### config.mk
export PLATFORM = sky130hd
export DESIGN_NAME = countdown_timer
export DESIGN_NICKNAME = d
export VERILOG_FILES = /design/src/rtl/timer_pkg.sv /design/src/rtl/countdown_timer_decr4.sv /design/src/rtl/countdown_timer.sv
export SDC_FILE = /design/constraint.sdc
export NUM_CORES = 1
export LEC_CHECK = 0
export CAP_MARGIN = 20
export CORE_UTILIZATION = 45
export CTS_CLUSTER_DIAMETER = 100
export DETAILED_ROUTE_END_ITERATION = 7
export PLACE_DENSITY = 0.84
export SLEW_MARGIN = 15
export SYNTH_ARGS = -nofsm -noshare
export SYNTH_HDL_FRONTEND = slang
export SYNTH_SLANG_ARGS = --single-unit
### constraint.sdc
create_clock -name clk -period 2.3 [get_ports clk]
set_input_delay 0.46 -clock clk [delete_from_list [all_inputs] [get_ports clk]]
set_output_delay 0.46 -clock clk [all_outputs]
set_load 0.01 [all_outputs]
### src/rtl/timer_pkg.sv
// Shared types and constants for the countdown timer.
package timer_pkg;

    typedef enum logic [1:0] {
        IDLE   = 2'd0,
        RUN    = 2'd1,
        EXPIRE = 2'd2
    } state_t;

    localparam int NIBBLE_W = 4;

    function automatic bit width_ok(input int w);
        return (w >= NIBBLE_W) && ((w % NIBBLE_W) == 0);
    endfunction

endpackage

### src/rtl/countdown_timer_decr4.sv
// Combinational 4-bit decrementor (out = in - 1 mod 16) in sum-of-products form.
module Decr4 (
    input  logic [3:0] i_in,
    output logic [3:0] o_out
);

    // Bit k toggles only when every lower bit is zero.
    assign o_out[0] = ~i_in[0];
    assign o_out[1] = (i_in[1] & i_in[0]) | (~i_in[1] & ~i_in[0]);
    assign o_out[2] = (i_in[2] & i_in[1]) | (i_in[2] & i_in[0])
                    | (~i_in[2] & ~i_in[1] & ~i_in[0]);
    assign o_out[3] = (i_in[3] & i_in[2]) | (i_in[3] & i_in[1]) | (i_in[3] & i_in[0])
                    | (~i_in[3] & ~i_in[2] & ~i_in[1] & ~i_in[0]);

endmodule

### src/rtl/countdown_timer.sv
// Loadable down-counting timer with expiry pulse, sticky irq and optional auto-reload.
module countdown_timer
    import timer_pkg::*;
#(
    parameter int WIDTH       = 16,
    parameter bit AUTO_RELOAD = 1'b0
) (
    input  logic             clk,
    input  logic             rst,
    input  logic             load_valid,
    output logic             load_ready,
    input  logic [WIDTH-1:0] load_value,
    input  logic             tick,
    input  logic             enable,
    input  logic             abort,
    input  logic             irq_clr,
    output logic [WIDTH-1:0] count,
    output logic             busy,
    output logic             expire,
    output logic             irq
);

    localparam int NIB = WIDTH / NIBBLE_W;

    generate
        if (!width_ok(WIDTH)) begin : g_bad_width
            $error("countdown_timer: WIDTH must be a multiple of 4 and >= 4");
        end
    endgenerate

    state_t           r_state, w_state_nxt;
    logic [WIDTH-1:0] r_count, r_reload, w_count_dec, w_count_nxt;
    logic [NIB:0]     w_low_zero;
    logic             r_expire, r_irq, w_accept, w_step;

    // Nibble i decrements only when all nibbles below it are zero (borrow chain).
    assign w_low_zero[0] = 1'b1;
    generate
        for (genvar i = 0; i < NIB; i++) begin : g_nib
            logic [NIBBLE_W-1:0] w_nib_dec;
            Decr4 u_decr4 (
                .i_in  (r_count[i*NIBBLE_W +: NIBBLE_W]),
                .o_out (w_nib_dec)
            );
            assign w_low_zero[i+1] = w_low_zero[i] & (r_count[i*NIBBLE_W +: NIBBLE_W] == '0);
            assign w_count_dec[i*NIBBLE_W +: NIBBLE_W] =
                w_low_zero[i] ? w_nib_dec : r_count[i*NIBBLE_W +: NIBBLE_W];
        end
    endgenerate

    assign w_accept = load_valid & load_ready;
    assign w_step   = tick & enable & ~abort;

    always_ff @(posedge clk) begin
        if (rst) r_state <= IDLE;
        else     r_state <= w_state_nxt;
    end

    always_comb begin
        w_state_nxt = r_state;
        case (r_state)
            IDLE:   if (w_accept) w_state_nxt = (load_value == '0) ? EXPIRE : RUN;
            RUN: begin
                if (abort)                               w_state_nxt = IDLE;
                else if (w_step && r_count == WIDTH'(1)) w_state_nxt = EXPIRE;
            end
            EXPIRE: begin
                // A zero reload value would otherwise spin here forever; abort is the exit.
                if (AUTO_RELOAD && r_reload == '0) w_state_nxt = abort ? IDLE : EXPIRE;
                else                               w_state_nxt = AUTO_RELOAD ? RUN : IDLE;
            end
            default: w_state_nxt = IDLE;
        endcase
    end

    always_comb begin
        load_ready = (r_state == IDLE) && !rst;
        busy       = (r_state != IDLE);
    end

    always_comb begin
        w_count_nxt = r_count;
        case (r_state)
            IDLE:    if (w_accept) w_count_nxt = load_value;
            RUN:     if (w_step)   w_count_nxt = w_count_dec;
            EXPIRE:  if (AUTO_RELOAD) w_count_nxt = r_reload;
            default: w_count_nxt = r_count;
        endcase
    end

    always_ff @(posedge clk) begin
        if (rst) begin
            r_count  <= '0;
            r_reload <= '0;
            r_expire <= 1'b0;
            r_irq    <= 1'b0;
        end else begin
            r_count  <= w_count_nxt;
            if (w_accept) r_reload <= load_value;
            r_expire <= (r_state == EXPIRE);
            r_irq    <= r_expire | (r_irq & ~irq_clr);
        end
    end

    assign count  = r_count;
    assign expire = r_expire;
    assign irq    = r_irq;

endmodule

Word level (Yosys, flattened, before mapping)
Index checks and enable logic that the tools add are counted.
W data, S select, Z words.
{"block": "totals", "rom_bits": 0, "output_inout_bits": 20, "memories": 0, "ramBits": 0, "latchBits": 0, "register_bits": 20}
{"block": "op_classes", "mux": 11, "mul": 0, "eq_ne": 9, "magnitude_cmp": 0, "bitwise_logic": 97, "shifts": 0, "n_reduce_logical": 15, "addsub": 0, "div": 0}
{"operator": "$and A1 B1 Y1", "n": 54}
{"operator": "$mux W16", "n": 2}
{"operator": "$pmux W16 S2", "n": 1}
{"operator": "$or A1 B1 Y1", "n": 25}
{"operator": "$not A1 Y1", "n": 18}
{"operator": "$eq A16 B1 Y1 const B", "n": 1}
{"operator": "$logic_not A16 Y1", "n": 1}
{"operator": "$logic_not A4 Y1", "n": 3}
{"operator": "$mux W4", "n": 3}
{"operator": "$reduce_and A4 Y1", "n": 3}
{"operator": "$ne A2 B2 Y1 const B", "n": 5}
{"operator": "$mux W2", "n": 4}
{"operator": "$pmux W2 S2", "n": 1}
{"operator": "$reduce_bool A2 Y1", "n": 2}
{"operator": "$ne A3 B3 Y1 const B", "n": 1}
{"operator": "$reduce_and A3 Y1", "n": 1}
{"operator": "$eq A2 B1 Y1 const B", "n": 1}
{"operator": "$eq A2 B2 Y1 const B", "n": 1}
{"operator": "$logic_and A1 B1 Y1", "n": 2}
{"operator": "$logic_not A2 Y1", "n": 1}
{"operator": "$reduce_and A2 Y1", "n": 1}
{"operator": "$logic_not A1 Y1", "n": 1}

Depth between registers and ports, before layout
Gate-level depths: netlist of the first run.
{"block": "logic_depth", "depth_word": 8, "ltp_mapped": 6}

Modules after synthesis
A second synthesis of the first run with hierarchy kept.
{"block": "hier_totals", "cells_unflattened": 159, "area_unflattened_um2": 1251.2}
{"mod": "countdown_timer", "seq_area_each_um2": 400.4, "instances": 1, "area_each_um2": 1076.0, "cells_each": 135}
{"mod": "Decr4", "seq_area_each_um2": 0.0, "instances": 4, "area_each_um2": 43.8, "cells_each": 6}

Worst setup path before layout of the first run
Ideal clock, no wire load.
{"block": "synth_timing", "kind": "register to register", "from": "register r_count[8], in the netlist count[8]", "to": "register r_count[12], in the netlist count[12]", "arrival_time_ns": 1.582, "setup_time_ns": 0.116, "required_ns": 2.184, "setup_slack_ns": 0.602, "n_path_buf": 0, "stages_incl_launch_ff": 7, "path_cell_list": "dfxtp_1 inv_1 ha_1 nor3b_1 nand2_1 a211o_1 a31o_2"}
{"block": "synth_via", "elab_chain_len": 4}
{"element": "start, declared", "line_no": "countdown_timer.sv:32", "rtl": "logic [WIDTH-1:0] r_count, r_reload, w_count_dec, w_count_nxt;"}
{"element": "start signal, assigned", "line_no": "countdown_timer.sv:98", "rtl": "r_count <= w_count_nxt;"}
{"element": "$logic_not A4 Y1", "line_no": "countdown_timer.sv:45", "rtl": "assign w_low_zero[i+1] = w_low_zero[i] & (r_count[i*NIBBLE_W +: NIBBLE_W] == '0);"}
{"element": "$and A1 B1 Y1", "line_no": "countdown_timer.sv:45"}
{"element": "$ne A2 B2 Y1 (no line)"}
{"element": "$reduce_and A4 Y1 (no line)"}
No other way between the ends.
A chain may end at the register's enable or synchronous reset.

Worst setup path after layout of the first run
{"block": "layout_timing", "from": "input port rst", "to": "output port load_ready"}
{"block": "layout_via", "elab_chain_len": 2}
{"element": "start, declared", "line_no": "countdown_timer.sv:9", "rtl": "input logic rst,"}
{"element": "$logic_not A1 Y1", "line_no": "countdown_timer.sv:77", "rtl": "load_ready = (r_state == IDLE) && !rst;"}
{"element": "$logic_and A1 B1 Y1", "line_no": "countdown_timer.sv:77"}
{"element": "end, declared", "line_no": "countdown_timer.sv:11", "rtl": "output logic load_ready,"}
No other way between the ends.

==> results of run 1 <==
-- worst max path at each step --
stage                 endpoint  slack [ps]  depth (start not counted)      from
floorplan            count[12]         600                          6  count[8]
global placement    load_ready         140                          3       rst
detailed placement  load_ready         110                          3       rst
CTS                 load_ready         110                          3       rst
global route        load_ready          50                          3       rst
finish              load_ready         100                          3       rst
-- synth_stat cells (all sizes together) (2+ instances only) --
master	count	share of area [%]
a21oi	9	3.6
inv	12	3.6
a22oi	3	1.8
clkbuf	4	1.2
ha	5	5.0
or2	2	1.0
nor3b	3	2.6
buf	5	1.9
o311ai	5	3.5
a2111oi	2	1.4
o21ai	7	2.8
dfxtp	20	32
o31ai	5	3.0
nand2	8	2.4
a31oi	6	3.0
mux2i	2	1.6
a211oi	3	1.8
and3	3	1.5
nor2	15	4.5
nor4	5	2.5
nand4	4	2.0
nor3	6	2.8
nand3	8	3.2
-- metal layers --
| layer | track usage, % | up-vias |
|---|---|---|
| li1 | - | 690 |
| met1 | 32.13 | 704 |
| met2 | 44.98 | 90 |
| met3 | 4.722 | 13 |
| met4 | 14.10 | 0 |
| met5 | 0 | - |
-- sequential cells by signal (all words and copies together), names as in the netlist --
register	flops
count	16
r_state	2
expire	1
irq	1
-- worst max-delay path: stages --
cell,delay [ps]
clkdlybuf4s50_1,440
nor3_2,250
clkdlybuf4s50_1,600
-- kinds of logic (layout without fill, tap and decap cells) --
logic type / after synthesis / count (layout)
mux: 3 / 3
flops: 20 / 20
simple gates: 58 / 58
fa+ha+maj: 5 / 5
compound gates: 51 / 51
buf+inv: 21 / 65
-- power by group --
part	total (µW)	switching [µW]	internal, µW
Clock	292	116	176
Sequential	393	24.9	368
Combinational	291	146	145
-- area by class of cell --
| type | count | area, µm² |
|---|---|---|
| Multi-Input combinational cell | 117 | 768.2 |
| Fill cell | 204 | 743.2 |
| Timing Repair Buffer | 49 | 498.0 |
| Sequential cell | 20 | 400.4 |
| Inverter | 12 | 45.04 |
| Tap cell | 30 | 37.54 |
| Clock inverter | 1 | 30.03 |
| Clock buffer | 3 | 22.52 |
-- stage by stage --
stage / area, µm² / utilization, % / setup WS [ps]
floorplan: 1252 / - / 601.8
global placement: 1749 / 68.73 / 139.7
detailed placement: 1749 / 68.73 / 109.3
CTS: 1802 / 70.80 / 105.4
global route: 1802 / 70.80 / 46.80
finish: 1802 / 70.80 / 103.2
==> run_results.csv, run 1 <==
group,metric,value,unit
cells_and_area,area_growth_syn_to_layout,43.86,%
cells_and_area,fin_cells,232,
yosys,syn_area,1252,µm²
clocking,cts.repair.resized,0,
power_and_ir_drop,p_total,976.0,µW
clocking,cts-root-buf,"clkbuf_4",
clocking,cts_tree,"yes",
yosys,muxShareOfSynthArea,2.498,%
floorplanning,die-area,2998,µm²
detailed_routing,drt_wl_total,3.833,mm
global_routing,grt_pass1_vias,1349,
clocking,cts_hold_buf,0,
detailed_routing,vias,1497,
critical_path,crit_arrival,1740,ps
clocking,h-tree-depth,1,
placement,placedCellCount,228,
hold_path,min_path_type,"flop to flop",
detailed_routing,top_layer,"met4",
placement,place.gp.congestion,0.8799,
global_routing,grt_pass1_wl,5.802,mm
yosys,synth_nets,186,
floorplanning,initial_utilization,49.21,%
yosys,synth_edf_count,0,
sta,worst_hold_slack,503.6,ps
sta,fin_setup_tns,0,ps
detailed_routing,drt_iter0_drc,89,
yosys,synth_fa_ha_area_share,4.995,%
cells_and_area,layout-drive-gt1-share,9.406,%
yosys,netlist_instances,158,
hold_path,min_from,"count[3]",
cells_and_area,layout.nets,231,
floorplanning,dieHeight,54.76,µm
global_routing,grt_max_degree,26,
sta,period_needed,2197,ps
critical_path,critPathRequiredTime,1840,ps
clocking,clk_latency,310,ps
floorplanning,coreArea,2545,µm²
yosys,syn_avg_cell_area,7.927,µm²
cells_and_area,final_common_cell,"clkdlybuf4s50_1",
floorplanning,pin_count,43,
power_and_ir_drop,leakage,0.0006644,µW
job,max-cap-violations,0,
global_routing,antenna_found_initial,0,
critical_path,cp_max_fo,4,
critical_path,r2r_slack,300,ps
global_routing,track_usage,26.85,%
yosys,synth_top_family_by_area,"compound AO/OA/AOI/OAI gates",
detailed_routing,detail_route.vias_per_cell,6.453,
detailed_routing,routedWlPerCell,16.52,µm
detailed_routing,first_pass_iters,7,
power_and_ir_drop,vdd_drop_max,0.0004523,V
critical_path,r2r_start,"count[8]",
critical_path,worstSetupEndpointType,"output port",
sta,final_max_slew_viol_count,0,
detailed_routing,wl_met1,1.603,mm
placement,dp_hpwl,2.779,mm
yosys,synth_seq_cells,20,
sta,rsz0062_at_grt,"false",
yosys,yosys_warnings,0,
yosys,synth-main-ff-cell,"dfxtp_1",
sta,relSlewSlack,64.04,%
yosys,synth_xor_area_share,0,%
clocking,clock-sinks,20,
yosys,synth_compound_area_share,29.27,%
critical_path,criticalPathCategory,"input port to output port",
detailed_routing,drc,0,
sta,setup_violations,0,
yosys,yosys.area_share.simple,24.58,%
clocking,post_cts_buffers,0,
critical_path,rr_endpoint,"count[13]",
detailed_routing,ant_nets,0,
sta,period_share,95.51,%
clocking,clk_pin_slew_worst_paths,110,ps
sta,tightest_slew,538.2,ps
sta,max_freq,455.2,MHz
global_routing,grt.overflow.total,0,
yosys,yosysSeqAreaShare,31.97,%
placement,io_buffers,42,
critical_path,startpoint_type,"input port",
critical_path,r2r.worst_path.cells,6,
floorplanning,num_rows,18,
detailed_routing,met2_length,1.844,mm
hold_path,worstHoldPathCells,2,
clocking,cts_made_buffers,3,
status,status,"complete, no violations",
sta,timing.final.hold_violations,0,
clocking,clockBufferDepth,2,
cells_and_area,final_cell_mix,"clkdlybuf4s50_1, dfxtp_1, nor2_1",
floorplanning,die_w,54.76,µm
power_and_ir_drop,p_per_area,541.7,nW/µm²
detailed_routing,met3WireLength,293,µm
sta,fin_skew,11.10,ps
yosys,synth_cell_types,42,
yosys,async_flop_share,0,%
cells_and_area,diodes,0,
hold_path,hold_end,"count[3]",
Power figures use the tool's default switching activity.
==> run 2: changes to the inputs <==
--- a/config.mk
+++ b/config.mk
@@ -5,10 +5,12 @@
 export SDC_FILE = /design/constraint.sdc
 export NUM_CORES = 1
 export LEC_CHECK = 0
+export ABC_AREA = 1
 export CAP_MARGIN = 20
 export CORE_UTILIZATION = 45
 export CTS_CLUSTER_DIAMETER = 100
 export DETAILED_ROUTE_END_ITERATION = 7
+export GPL_ROUTABILITY_DRIVEN = 0
 export PLACE_DENSITY = 0.84
 export SLEW_MARGIN = 15
 export SYNTH_ARGS = -nofsm -noshare
==> run_results.csv, run 2 <==
group,metric,value,unit
status,status,"complete, no violations",
floorplanning,num_rows,19,
sta,final_max_slew_viol_count,0,
floorplanning,initial_utilization,47.28,%
critical_path,critPathRequiredTime,1840,ps
sta,relSlewSlack,75.01,%
placement,dp_hpwl,2.130,mm
clocking,h-tree-depth,1,
placement,placedCellCount,278,
critical_path,startpoint_type,"flop",
sta,tightest_slew,374.3,ps
sta,period_needed,2065,ps
clocking,cts_tree,"yes",
sta,rsz0062_at_grt,"false",
clocking,post_cts_buffers,0,
hold_path,min_path_type,"flop to flop",
yosys,async_flop_share,0,%
detailed_routing,drc,0,
cells_and_area,final_common_cell,"nand2_1",
power_and_ir_drop,leakage,0.0007812,µW
cells_and_area,regArea,400.4,µm²
critical_path,criticalPathCategory,"flop to output port",
global_routing,grt_pass1_wl,4.892,mm
detailed_routing,detail_route.vias_per_cell,4.851,
cells_and_area,diodes,0,
floorplanning,die-area,3090,µm²
power_and_ir_drop,p_per_area,486.7,nW/µm²
floorplanning,dieHeight,55.59,µm
floorplanning,pin_count,43,
placement,io_buffers,42,
sta,fin_skew,3.362,ps
yosys,yosysTopAreaCell,"dfxtp_1",
yosys,syn_avg_cell_area,6.244,µm²
yosys,yosysSeqAreaShare,30.98,%
detailed_routing,ant_nets,0,
yosys,syn_area,1292,µm²
yosys,synth_edf_count,0,
sta,setup_violations,0,
floorplanning,die_w,55.59,µm
detailed_routing,routedWlPerCell,10.17,µm
yosys,synth.top_cells.by_area,"dfxtp_1, nand2_1, nor2_1",
job,max-cap-violations,0,
clocking,cts_hold_buf,0,
yosys,synth_seq_cells,20,
cells_and_area,largest_reg_flops,16,
sta,fin_setup_tns,0,ps
global_routing,grt_pass1_vias,1183,
detailed_routing,vias,1363,
sta,timing.final.hold_violations,0,
sta,period_share,89.78,%
global_routing,antenna_found_initial,0,
cells_and_area,layout.nets,280,
yosys,synthTopCellsByCount,"nand2_1, nor2_1, inv_1, dfxtp_1",
cells_and_area,multiInputGateArea,773.2,µm²
critical_path,worstSetupEndpointType,"output port",
critical_path,crit_arrival,1600,ps
critical_path,cp_max_fo,4,
cells_and_area,n_fill_cell,258,
yosys,synth-main-ff-cell,"dfxtp_1",
yosys,yosysMostFrequentCell,"nand2_1",
cells_and_area,fin_cells,281,
cells_and_area,layout-drive-gt1-share,6.400,%
detailed_routing,drt_iter0_drc,44,
global_routing,track_usage,19.17,%
clocking,cts_made_buffers,3,
global_routing,grt_max_degree,26,
clocking,clk_pin_slew_worst_paths,110,ps
clocking,clockBufferDepth,2,
sta,max_freq,484.3,MHz
global_routing,grt.overflow.total,0,
yosys,synth_nets,235,
yosys,yosys_warnings,0,
detailed_routing,drt_wl_total,2.858,mm
yosys,netlist_instances,207,
detailed_routing,first_pass_iters,4,
yosys,synth_top_area_share,30.98,%
yosys,synth_cell_types,25,
clocking,cts.repair.resized,0,
clocking,cts-root-buf,"clkbuf_4",
clocking,clk_latency,290,ps
cells_and_area,area_growth_syn_to_layout,36.79,%
power_and_ir_drop,vdd_drop_max,0.0003591,V
clocking,clock-sinks,20,
floorplanning,coreArea,2734,µm²
cells_and_area,final_cell_mix,"nand2_1, clkdlybuf4s50_1, nor2_1",
==> run 2: cell count changes in the layout (fill, tap and decap cells not counted), moves of 5 or more <==
cell and delta:
nand2_1 +47, nor2_1 +24, inv_1 +10, o21ai_1 +7, a31oi_1 -5, nand3_1 +5
nor4_1 -5, o311ai_0 -5, o31ai_1 -5
==> run 2: critical path: stages (launching register included) <==
cell,delay [ps]
dfxtp_1,380
inv_1,90
nand2_1,120
nor2_1,160
clkdlybuf4s50_1,560
==> run 2: cell type report <==
class                      instances  share of cell area, %
tap                               31                  2.194
timing repair buffer              44                  24.63
multi-input combinational        157                  43.74
inverter                          26                  5.520
sequential                        20                  22.65
clock buffer                       3                  1.274
==> run 2: stage by stage <==
step	setup WS [ps]	instance area (µm²)	power, µW	utilization [%]	hold slack, ps
6_report	235.1	1768	860.5	64.67	477.3
5_1_grt	152.9	1768	922.5	64.67	500.2
4_1_cts	227.4	1768	863.5	64.67	478.6
3_5_place_dp	249.7	1745	701.9	63.84	460.2
3_3_place_gp	262.7	1745	698.7	63.84	454.9
2_1_floorplan	1025	1292	575.2	-	441.6
==> run 2: path summary, 6_finish.rpt <==
| path | start | cells past startpoint | endpoint | slack [ps] |
|---|---|---|---|---|
| max | r_state[1] | 4 | load_ready | 240 |
| min | r_state[0] | 1 | expire | 480 |
| max reg2reg | count[0] | 8 | count[13] | 930 |
| min reg2reg | r_state[0] | 1 | expire | 480 |
==> run 2: cells by family (layout without fill, tap and decap cells) <==
family / after synthesis / after routing / share of synthesized area [%]
AO/OA/AOI/OAI: 34 / 34 / 13.84
buffers and inverters: 30 / 73 / 9.196
adder cells (fa/ha/maj): 5 / 5 / 4.840
AND/OR/NAND/NOR: 117 / 117 / 40.47
XOR/XNOR: 1 / 1 / 0.6778
flip-flops: 20 / 20 / 30.98
==> run 2: routing by layer <==
layer | track usage, % | wire length [µm] | up-vias
li1 | - | - | 746
met1 | 26.69 | 1436 | 574
met2 | 31.15 | 1239 | 39
met3 | 2.791 | 159 | 4
met4 | 5.000 | 24 | 0
met5 | 0 | 0 | -
==> run 2: where the power goes <==
group / switching (µW) / total, µW / internal, µW
combinational: 156 / 301 / 145
clock: 104 / 165 / 61.0
sequential: 21.4 / 394 / 373
